--- src/rtl/prio_encoder_q.sv ---
// Registered priority encoder: latches active-low requests and hands them out one index at a time.
// Define PRIO_RR_EN for round-robin selection instead of fixed highest-index-first priority.
module prio_encoder_q #(
  parameter int unsigned N = 8,
  localparam int unsigned W = $clog2(N)
) (
  input  logic         clk,
  input  logic         rst,
  input  logic [N-1:0] data_in,
  input  logic         ei,
  output logic [W-1:0] dout,
  output logic         valid,
  input  logic         ready,
  output logic         gs,
  output logic         eo,
  output logic         ovf
);

  typedef enum logic [0:0] {StIdle, StHold} state_e;

  state_e       state_q, state_d;
  logic [N-1:0] pend_q, pend_d;
  logic [N-1:0] cap, clr;
  logic [W-1:0] dout_q, dout_d;
  logic         valid_q, valid_d;
  logic         eo_q, eo_d;
  logic         ovf_q, ovf_d;
  logic [W-1:0] sel;
  logic         load;

  function automatic logic [W-1:0] hi_idx(input logic [N-1:0] v);
    logic [W-1:0] r;
    r = '0;
    for (int i = 0; i < N; i++) begin
      if (v[i]) r = W'(i);
    end
    return r;
  endfunction

`ifdef PRIO_RR_EN
  logic [W-1:0] last_q, last_d;
  logic [N-1:0] below_last;

  // Indices below last are searched first (last-1 down to 0), then the wrap from N-1 down to last.
  always_comb begin
    below_last = '0;
    for (int i = 0; i < N; i++) begin
      below_last[i] = (W'(i) < last_q);
    end
    if (|(pend_q & below_last)) begin
      sel = hi_idx(pend_q & below_last);
    end else begin
      sel = hi_idx(pend_q);
    end
  end

  always_comb begin
    last_d = last_q;
    if (load) last_d = sel;
  end

  always_ff @(posedge clk) begin
    if (rst) begin
      last_q <= '0;
    end else begin
      last_q <= last_d;
    end
  end
`else
  always_comb begin
    sel = hi_idx(pend_q);
  end
`endif

  always_comb begin
    cap     = ei ? '0 : ~data_in;
    clr     = '0;
    load    = 1'b0;
    state_d = state_q;
    dout_d  = dout_q;
    valid_d = valid_q;
    unique case (state_q)
      StIdle: begin
        if (|pend_q) load = 1'b1;
      end
      StHold: begin
        if (ready) begin
          if (|pend_q) begin
            load = 1'b1;
          end else begin
            valid_d = 1'b0;
            state_d = StIdle;
          end
        end
      end
      default: begin
        state_d = StIdle;
        valid_d = 1'b0;
      end
    endcase
    if (load) begin
      dout_d  = sel;
      clr     = {{(N-1){1'b0}}, 1'b1} << sel;
      valid_d = 1'b1;
      state_d = StHold;
    end
    // A capture landing on a bit being cleared this cycle is a fresh request, not an overflow.
    pend_d = (pend_q & ~clr) | cap;
    ovf_d  = ovf_q | (|(cap & pend_q & ~clr));
    eo_d   = ~(~ei & (&data_in) & ~(|pend_q) & (state_q == StIdle));
  end

  always_ff @(posedge clk) begin
    if (rst) begin
      state_q <= StIdle;
      pend_q  <= '0;
      dout_q  <= '0;
      valid_q <= 1'b0;
      eo_q    <= 1'b1;
      ovf_q   <= 1'b0;
    end else begin
      state_q <= state_d;
      pend_q  <= pend_d;
      dout_q  <= dout_d;
      valid_q <= valid_d;
      eo_q    <= eo_d;
      ovf_q   <= ovf_d;
    end
  end

  assign dout  = dout_q;
  assign valid = valid_q;
  assign gs    = ~valid_q;
  assign eo    = eo_q;
  assign ovf   = ovf_q;

endmodule

--- config.mk ---
export PLATFORM = sky130hd
export DESIGN_NAME = prio_encoder_q
export DESIGN_NICKNAME = d
export VERILOG_FILES = /design/src/rtl/prio_encoder_q.sv
export SDC_FILE = /design/constraint.sdc
export NUM_CORES = 1
export LEC_CHECK = 0
export ABC_AREA = 1
export CAP_MARGIN = 40
export CORE_MARGIN = 2
export CORE_UTILIZATION = 51
export DETAILED_ROUTE_END_ITERATION = 10
export PLACE_DENSITY = 0.82
export SLEW_MARGIN = 20
export SYNTH_ARGS = -nofsm -noshare
export SYNTH_HDL_FRONTEND = slang
export SYNTH_SLANG_ARGS = --single-unit
--- constraint.sdc ---
create_clock -name clk -period 2.6 [get_ports clk]
set_clock_uncertainty 0.05 [all_clocks]
set_input_delay 0.65 -clock clk [delete_from_list [all_inputs] [get_ports clk]]
set_output_delay 0.65 -clock clk [all_outputs]
set_load 0.01 [all_outputs]
==> impl_results.md <==
- Synthesized flop and latch total: 15
- Slowest Stage Delay on Critical Path: 0.61 ns
- GP Congestion: 0.934
- Grt ovf: 0
- Die area: 1870 µm²
- Total power: 0.548 mW
- IO buf count: 18
- Top-Level Pins: 19
- Syn Area/Cell: 6.24 µm²
- Clock Sinks: 15
- CP Cell Sequence: clkdlybuf4s50_1, inv_1, nand2_1, o21bai_1, nor2_1, nand2_1, nor2_1, nand3_1, nor2_1, nor2_1
- Cell taking the most area after synthesis: dfxtp_1
- Crit path max-delay family: buffers and inverters
- Total CTS buffers: 3
- Via-per-instance ratio: 5.14
- Max Transition Viols Final: 0
- Crit path kind: in2reg
- Share of cells above drive strength 1: 0.0816
- Synthesized Nets: 138
- Lkg Pwr: roughly 0.48 nW
- Post-synth top cells: nand2_1, nor2_1, inv_1
- Final setup violation count: 0
- CTS tree: built
- Netlist cell types: 19
- P&R area growth vs syn: 28.3%
- Detailed Place HPWL: 1.44 mm
- Initial Util: 0.534
- Outcome: finished clean
- Router iterations before antenna repair: 4
- Row cnt: 14
- Largest net degree at the start of global routing: 15
- Crit path arrival time: between 1.5 and 2 ns
- Synth top area cells: dfxtp_1, nand2_1, nor2_1
- Via count of the first global-routing pass: just over 700
- Startpoint Class: input port
- YS warnings: 0
- Number of inserted diodes: 0
- Core area: 1470 µm²
- Clock-pin transition on the worst setup and hold timing paths: 0.09 ns
- Final wirelength: between 1.5 and 2 mm
- Critical path peak fanout: 7
- Peak supply drop: ~0.00028 V
- Routed Antenna Nets: 0
- Final WS setup: 0.714 ns
- # resized after CTS: 0
- Fmax: roughly 530 MHz
- Ys flop type: dfxtp_1
- Tmin final: 1.89 ns
- Tot GR Track Use: 0.211
- Final core utilization: 0.685
- Post-CTS Setup Bufs: 0
- Bufs and invs on worst path: 2
- First-pass GRT wire length: 2.95 mm
- Vias: about 840
- Top-area cell type share of the netlist area: 0.382
- Clk buf depth: 2
- Pre-CTS setup slack: roughly 0.46 ns
- Cell mode on critical path: nor2_1
- Root buffer cell: clkbuf_4
- Synth Cell Area: around 800 µm²
- Hold Path Class: reg2reg
- # nets final: 160
- Post-synthesis sequential area ratio: 0.382
- Power density over cell area: between 500 and 600 nW/µm²
- Clk_lat worst skew: 0.27 ns
- FILL cells: between 100 and 150
- Most common cell in the synthesized netlist: nand2_1
- Crit-path slowest cell: clkdlybuf4s50_1
- Final worst-path cycle share: 0.726
- Setup Total Neg Slack: 0 ns
- Post-Synthesis Cells: 126
- Die Span Y: 43.3 µm
- Wire per inst: 10.9 µm
- Die W: ~43 µm
- CP Data Required Time: 2.70 ns
- DR DRC count: 0
- Drt first-iter violations: 28
- Relative slew slack: 0.639
- Initial antenna violation count: 0
- Hold Buf Count CTS: 0
- Final Hold Fails: 0
- Async set or reset register ratio after synthesis: 0
- Worst slew pin tran: 0.540 ns
- Worst Setup End Kind: register
- Max Cap Viol: 0
- H-tree depth: 1
- Setup repair after global routing missed its margin: false
- Number of synthesized flops with an enable pin: 0
## placed cells by master, fill, tap and decap left out, drive strengths merged
master / netlist / layout
o211ai: 1 / 1
a21oi: 11 / 11
dfxtp: 15 / 15
nand4: 1 / 1
clkdlybuf4s50: 0 / 18
nand2: 32 / 32
o21ai: 4 / 4
a31oi: 1 / 1
nand3: 7 / 7
o21bai: 1 / 1
nor2: 29 / 29
nor3: 2 / 2
clkbuf: 1 / 4
inv: 20 / 20
or2: 1 / 1
## worst paths after layout
path	from	depth (start not counted)	slack (ns)	endpoint
worst min register to register	dout[2]$_SDFFE_PP0P_	2	0.42	dout[2]$_SDFFE_PP0P_
worst max-delay path	ei	10	0.71	ovf$_SDFF_PP0_
worst min-delay path	dout[2]$_SDFFE_PP0P_	2	0.42	dout[2]$_SDFFE_PP0P_
worst max register to register	pend_q[4]$_SDFF_PP0_	10	1.16	ovf$_SDFF_PP0_
## metal layers
layer / vias to the layer above / track usage / share of wire
met4: 0 / 0.0545 / 0.0056
li1: 435 / - / -
met5: - / 0 / 0
met2: 33 / 0.364 / 0.50
met1: 368 / 0.267 / 0.44
met3: 2 / 0.0383 / 0.056
## flip-flops by register name (all words and copies together), names as in the netlist
signal,count
valid,1
dout,3
ovf,1
pend_q,8
state_q,1
eo,1
## metrics by stage
step	cells	cell area (µm²)	hold slack, ns
global route	163	1010	0.471
finish	163	1010	0.421
CTS	163	1010	0.424
global placement	159	982	0.397
detailed placement	159	982	0.410
floorplan	126	786	0.396
## final cells by class
cell class	count	area, µm²	share of cell area
well taps	16	20.0	0.0199
flip-flops and latches	15	300	0.298
inverters	20	75.1	0.0744
clock buffers	4	26.3	0.0261
multi-input cells	90	407	0.403
repair buffers	18	180	0.179
## where the power goes
part           total [mW]  internal (mW)  switching (mW)
combinational       0.151         0.0697          0.0818
sequential          0.265          0.250          0.0146
clock               0.132         0.0593          0.0727
## worst min-delay path, cell delays in order, from the launching register on
cell	delay, ns
dfxtp_1	0.32
nand2_1	0.06
a21oi_1	0.05
## kinds of logic (layout without fill, tap and decap cells)
kind of cell | Yosys count | after routing | share of synthesized area
and+or+nand+nor | 72 | 72 | 0.384
AOI/OAI and AO/OA | 18 | 18 | 0.134
buffers and inverters | 21 | 42 | 0.100
DFF | 15 | 15 | 0.382
(Power assumes the default switching activity.)
